<file path="config.mk">
export PLATFORM = sky130hd
export DESIGN_NAME = f_d_test_d
export DESIGN_NICKNAME = d
export VERILOG_FILES = /design/src/rtl/f_d_test_d.sv
export SDC_FILE = /design/constraint.sdc
export NUM_CORES = 1
export LEC_CHECK = 0
export CORE_MARGIN = 5
export CORE_UTILIZATION = 50
export CTS_CLUSTER_DIAMETER = 50
export DETAILED_ROUTE_END_ITERATION = 10
export GPL_TIMING_DRIVEN = 0
export PLACE_DENSITY = 0.67
export SYNTH_ARGS = -nofsm -noshare
export SYNTH_HDL_FRONTEND = slang
export SYNTH_SLANG_ARGS = --single-unit
export TNS_END_PERCENT = 100
</file>
<file path="constraint.sdc">
create_clock -name clk -period 30.9 [get_ports clk]
set_input_delay 6.18 -clock clk [delete_from_list [all_inputs] [get_ports clk]]
set_output_delay 6.18 -clock clk [all_outputs]
set_load 0.01 [all_outputs]
</file>
<file path="src/rtl/f_d_test_d.sv">
// Expectation FIFO: registered pointers with an extra wrap bit to tell full from empty.
// Latency: 1 cycle push to visible head. Backpressure: o_push_rdy = !full, judged at start of cycle;
// a same-cycle pop does not free a slot for a push, and a push into an empty FIFO is not poppable that cycle.
module f_d_test_d_fifo #(
    parameter int p_width = 8,
    parameter int p_depth = 16
) (
    input  logic               clk,
    input  logic               rst,
    input  logic               i_push_vld,
    output logic               o_push_rdy,
    input  logic [p_width-1:0] i_push_dat,
    output logic               o_pop_vld,
    input  logic               i_pop_rdy,
    output logic [p_width-1:0] o_pop_dat
);
    localparam int AW = $clog2(p_depth);

    logic [AW:0]        r_wr;
    logic [AW:0]        r_rd;
    logic [p_width-1:0] r_mem [p_depth];
    logic               w_empty;
    logic               w_full;
    logic               w_push;
    logic               w_pop;

    assign w_empty    = (r_wr == r_rd);
    assign w_full     = (r_wr[AW] != r_rd[AW]) && (r_wr[AW-1:0] == r_rd[AW-1:0]);
    assign w_push     = i_push_vld & ~w_full;
    assign w_pop      = i_pop_rdy & ~w_empty;
    assign o_push_rdy = ~w_full;
    assign o_pop_vld  = ~w_empty;
    assign o_pop_dat  = r_mem[r_rd[AW-1:0]];

    always_ff @(posedge clk) begin
        if (rst) begin
            r_wr <= '0;
            r_rd <= '0;
        end else begin
            if (w_push) r_wr <= r_wr + (AW+1)'(1);
            if (w_pop)  r_rd <= r_rd + (AW+1)'(1);
        end
    end

    always_ff @(posedge clk) begin
        if (w_push) r_mem[r_wr[AW-1:0]] <= i_push_dat;
    end
endmodule

// Decode-side sink for the fetch->decode interface: checks each accepted (pc, inst) against preloaded expectations.
// Latency: check result/counters visible 1 cycle after fire; squash asserts the cycle after the firing cycle.
// Backpressure: rdy only in RECV; low for 1 squash cycle and p_recv_intv_delay cycles after each fire.
module f_d_test_d #(
    parameter int p_addr_bits       = 32,
    parameter int p_inst_bits       = 32,
    parameter int p_recv_intv_delay = 0,
    parameter int p_num_exp         = 16
) (
    input  logic                   clk,
    input  logic                   rst,
    input  logic                   val,
    output logic                   rdy,
    input  logic [p_addr_bits-1:0] pc,
    input  logic [p_inst_bits-1:0] inst,
    output logic                   squash,
    output logic [p_addr_bits-1:0] branch_target,
    input  logic                   exp_val,
    output logic                   exp_rdy,
    input  logic [p_addr_bits-1:0] exp_pc,
    input  logic [p_inst_bits-1:0] exp_inst,
    input  logic                   exp_squash,
    input  logic [p_addr_bits-1:0] exp_target,
    output logic                   done,
    output logic                   error,
    output logic [15:0]            err_count,
    output logic [15:0]            recv_count
);
    typedef struct packed {
        logic                   sq;
        logic [p_addr_bits-1:0] tgt;
        logic [p_inst_bits-1:0] inst;
        logic [p_addr_bits-1:0] pc;
    } exp_t;

    localparam int EW   = $bits(exp_t);
    localparam int CW   = (p_recv_intv_delay > 1) ? $clog2(p_recv_intv_delay + 1) : 1;
    localparam logic [CW-1:0] DLY = CW'(p_recv_intv_delay);

    typedef enum logic [1:0] {S_RECV, S_DELAY, S_SQUASH} state_t;

    state_t           r_state;
    state_t           w_state_nxt;
    logic [CW-1:0]    r_cnt;
    logic [CW-1:0]    w_cnt_nxt;
    logic [p_addr_bits-1:0] r_target;
    logic             r_error;
    logic [15:0]      r_err_count;
    logic [15:0]      r_recv_count;

    exp_t             w_push_dat;
    logic [EW-1:0]    w_head_dat;
    exp_t             w_head;
    logic             w_nonempty;
    logic             w_fire;
    logic             w_pop;
    logic             w_ok;
    logic             w_fail;

    assign w_push_dat = '{sq: exp_squash, tgt: exp_target, inst: exp_inst, pc: exp_pc};
    assign w_head     = exp_t'(w_head_dat);

    f_d_test_d_fifo #(
        .p_width (EW),
        .p_depth (p_num_exp)
    ) u_exp_fifo (
        .clk        (clk),
        .rst        (rst),
        .i_push_vld (exp_val),
        .o_push_rdy (exp_rdy),
        .i_push_dat (w_push_dat),
        .o_pop_vld  (w_nonempty),
        .i_pop_rdy  (w_pop),
        .o_pop_dat  (w_head_dat)
    );

    assign rdy           = (r_state == S_RECV);
    assign squash        = (r_state == S_SQUASH);
    assign branch_target = r_target;
    assign done          = ~w_nonempty & (r_state == S_RECV);
    assign error         = r_error;
    assign err_count     = r_err_count;
    assign recv_count    = r_recv_count;

    assign w_fire = val & rdy & ~squash;
    assign w_pop  = w_fire & w_nonempty;
    assign w_ok   = (pc == w_head.pc) && (inst == w_head.inst);

    // Pass is the only explicit branch so an unknown compare falls into the failure path.
    always_comb begin
        w_fail = 1'b0;
        if (w_fire) begin
            if (w_nonempty && w_ok) w_fail = 1'b0;
            else                    w_fail = 1'b1;
        end
    end

    always_comb begin
        w_state_nxt = r_state;
        w_cnt_nxt   = r_cnt;
        case (r_state)
            S_RECV: begin
                if (w_pop && w_head.sq) begin
                    w_state_nxt = S_SQUASH;
                end else if (w_fire && (p_recv_intv_delay > 0)) begin
                    w_state_nxt = S_DELAY;
                    w_cnt_nxt   = DLY;
                end
            end
            S_DELAY: begin
                if (r_cnt == CW'(1)) w_state_nxt = S_RECV;
                else                 w_cnt_nxt   = r_cnt - CW'(1);
            end
            S_SQUASH: begin
                if (p_recv_intv_delay > 0) begin
                    w_state_nxt = S_DELAY;
                    w_cnt_nxt   = DLY;
                end else begin
                    w_state_nxt = S_RECV;
                end
            end
            default: w_state_nxt = S_RECV;
        endcase
    end

    always_ff @(posedge clk) begin
        if (rst) begin
            r_state      <= S_RECV;
            r_cnt        <= '0;
            r_target     <= '0;
            r_error      <= 1'b0;
            r_err_count  <= '0;
            r_recv_count <= '0;
        end else begin
            r_state <= w_state_nxt;
            r_cnt   <= w_cnt_nxt;
            if (w_pop && w_head.sq) r_target <= w_head.tgt;
            if (w_fire) r_recv_count <= r_recv_count + 16'd1;
            if (w_fail) begin
                r_error <= 1'b1;
                if (r_err_count != 16'hFFFF) r_err_count <= r_err_count + 16'd1;
            end
        end
    end
endmodule

</file>
==> out/qor.yml <==
worstPathMaxFanout: 8
finalSetupTns_ns: 0
synth-seq-cells: 1632
pre_cts_slack_ns: 20.67
antenna_found_initial: 25
post_cts_buffers: 0
vias_per_cell: 6.313
port_buffers: 231
cts_inserted_buffers: 172
gp_congestion: 0.9626
start_util_pct: 50.42
drv_cap: 0
p_per_area_nw_per_um2: 67.13
synth_edf_count: 1552
cts_tree: "yes"
cp-end-kind: "flip-flop"
cp.required_ns: 31.57
synth_cell_types: 84
num_vias: 34279
ys_warn_count: 0
worst_slew_pin_slew_ns: 1.413
seq_area_frac_synth_pct: 74.78
firstDrtPassIters: 5
ioPinCount: 234
startpoint_type: "input port"
floorplan.rows: 131
fp.dieW_um: 369.1
worstSetupPathType: "input port to flip-flop"
clockRootBuffer: "clkbuf_16"
irDropWorstVdd_v: 0.00006384
setup_viol: 0
worstPathArrival_ns: 10.29
leakagePower_nw: 24.37
drc_errors: 0
dpl-instance-area_um2: 70980
routed_wl_um: 191500
dp.cells: 5100
final_cell_area_um2: 76620
area_delta_synth_final_pct: 18.85
max_freq_mhz: 104.0
ant_nets: 0
die-height_um: 369.1
async_reset_ff_share_pct: 0
grt_pass1_vias: 34531
grt_max_degree: 23
relSlewSlack_pct: 5.823
report.final.slew_viol_count: 0
grt_pass1_wl_um: 265800
cts.path.max_buffers: 3
layout_min_cycle_time_ns: 9.618
cts.sinks: 1632
ctsResizeCount: 0
ys.flop_type: "edfxtp_1"
wire_per_inst_um: 35.26
syn_avg_cell_area_um2: 20.89
drt_iter0_drc: 4338
syn_inst: 3086
layout_setup_ws_ns: 21.28
fill_cells: 9159
synth_nets: 3258
finalHoldViolations: 0
clk_pin_slew_ns: 0.06
clock_latency_ns: 0.80
hp-class: "flip-flop to flip-flop"
synth_area_um2: 64460
grt_usage_pct: 28.12
ctsHoldBuffers: 0
dieArea_um2: 136200
fin_crit_sh_pct: 31.13
hpwl_um: 129600
drive_gt1_share_pct: 24.53
core_um2: 127800
fin_skew_ns: 0.02274
cts_htree_levels: 4
fin_cells: 5430
grt_overflow: 0
nets: 3784
rsz0062_at_grt: "false"
outcome: "complete, no violations"
placed cells by master (no fill, tap or decap), drive strengths merged, types with 7 or more instances in the layout:
cell type | Yosys | routed
nand2 | 68 | 68
nor4 | 26 | 26
nand3 | 19 | 19
a21oi | 23 | 23
o31ai | 8 | 8
bufinv | 0 | 16
o22ai | 27 | 27
dfxtp | 80 | 80
a31oi | 13 | 13
inv | 27 | 38
and3 | 18 | 18
and2 | 11 | 11
a221oi | 11 | 11
nor2 | 112 | 112
nand4 | 22 | 22
edfxtp | 1552 | 1552
o21ai | 25 | 25
xor2 | 40 | 40
a22oi | 16 | 16
clkdlybuf4s50 | 0 | 231
a22o | 9 | 9
diode | 0 | 14
buf | 114 | 235
ha | 7 | 7
mux2 | 42 | 42
nor2b | 24 | 24
or3 | 9 | 9
xnor2 | 27 | 27
mux4 | 391 | 391
clkinv | 1 | 72
nor3 | 29 | 29
o2bb2ai | 8 | 8
a211oi | 12 | 12
or4 | 7 | 7
clkbuf | 42 | 254
nand2b | 11 | 11
mux2i | 169 | 169
worst paths after layout:
path	startpoint	to	slack (ns)	depth (start not counted)
worst max-delay path	pc[27]	err_count[9]	21.28	12
worst min-delay path	error	error	0.46	2
worst max register to register	flip-flop	err_count[9]	24.82	14
worst min register to register	error	error	0.46	2
cells by family after synthesis:
logic type | count (synthesis) | share of synthesized area [%]
AOI/OAI and AO/OA | 207 | 2.382
xor gates and xnor gates | 67 | 0.9220
buffers and inverters | 184 | 1.679
muxes | 602 | 17.02
adders and majority gates | 7 | 0.1359
and+or+nand+nor | 387 | 3.082
DFF | 1632 | 74.78
where the power goes:
group	internal (mW)	leakage, nW	switching [mW]	total [mW]
clock	1.19	2.73	0.853	2.04
sequential	2.45	14.7	0.0114	2.47
combinational	0.265	6.97	0.374	0.639
total	3.90	24.4	1.24	5.14
flip-flops by register name (all words and copies together), names as in the netlist, named ones only:
register	flops
u_exp_fifo.r_rd	5
r_state	1
err_count	16
recv_count	16
u_exp_fifo.r_wr	5
branch_target	32
error	1
u_exp_fifo.r_mem	1552
metrics by stage:
step           power [mW]  utilization, %  hold slack (ns)
2_1_floorplan       2.877               -           0.4696
3_3_place_gp        3.143           53.86           0.4506
3_5_place_dp        3.146           55.52           0.4509
4_1_cts             5.168           59.90           0.4642
5_1_grt             5.297           59.91           0.5038
6_report            5.143           59.93           0.4610
critical path: stages:
cell             delay [ns]
clkdlybuf4s50_1        0.68
nor3b_1                0.27
a32o_1                 0.27
nor4_1                 0.47
a31oi_1                0.24
a21o_1                 0.26
nor4b_1                0.23
nor4bb_1               0.50
and4_1                 0.48
buf_2                  0.26
nor4_1                 0.09
mux2_1                 0.35
synth_stat cells (7+ instances only):
| cell | number | share of area, % |
|---|---|---|
| o31ai_1 | 8 | 0.093 |
| nand2_1 | 68 | 0.40 |
| inv_1 | 26 | 0.15 |
| a211oi_1 | 12 | 0.14 |
| and2_1 | 11 | 0.11 |
| dfxtp_1 | 80 | 2.5 |
| nand4_1 | 22 | 0.21 |
| buf_2 | 33 | 0.26 |
| a22oi_1 | 16 | 0.19 |
| a22o_1 | 9 | 0.12 |
| o22ai_1 | 27 | 0.26 |
| edfxtp_1 | 1552 | 72 |
| nand3_1 | 19 | 0.15 |
| a31oi_1 | 13 | 0.13 |
| o2bb2ai_1 | 8 | 0.11 |
| a21oi_1 | 23 | 0.18 |
| mux2_2 | 34 | 0.59 |
| and3_1 | 18 | 0.17 |
| a221oi_1 | 7 | 0.095 |
| xnor2_1 | 26 | 0.35 |
| xor2_1 | 40 | 0.54 |
| nor3_1 | 29 | 0.23 |
| buf_4 | 26 | 0.30 |
| nor4_1 | 26 | 0.25 |
| or3_1 | 9 | 0.087 |
| buf_1 | 25 | 0.15 |
| nor2b_1 | 24 | 0.23 |
| mux4_2 | 391 | 14 |
| mux2_1 | 8 | 0.14 |
| nand2b_1 | 11 | 0.11 |
| mux2i_1 | 169 | 2.6 |
| ha_1 | 7 | 0.14 |
| nor2_1 | 112 | 0.65 |
| o21ai_0 | 22 | 0.17 |
| buf_6 | 24 | 0.42 |
| clkbuf_1 | 42 | 0.24 |
cell type report:
type	count	area, um^2	share of cell area [%]
Antenna cell	14	35.03	0.04573
Multi-Input combinational cell	1270	15290	19.95
Buffer	156	978.4	1.277
Clock inverter	104	1060	1.383
Tap cell	1662	2079	2.714
Sequential cell	1632	48210	62.92
Inverter	28	105.1	0.1372
Clock buffer	212	4546	5.933
Timing Repair Buffer	352	4320	5.639
layer usage:
metal / vias up / wire length (um) / GRT usage (%)
li1: 14022 / - / -
met1: 17923 / 71580 / 36.64
met2: 1949 / 91830 / 45.14
met3: 367 / 20400 / 8.844
met4: 18 / 7542 / 10.05
met5: - / 122 / 0
Note: power is estimated with default switching activity, not from simulation.
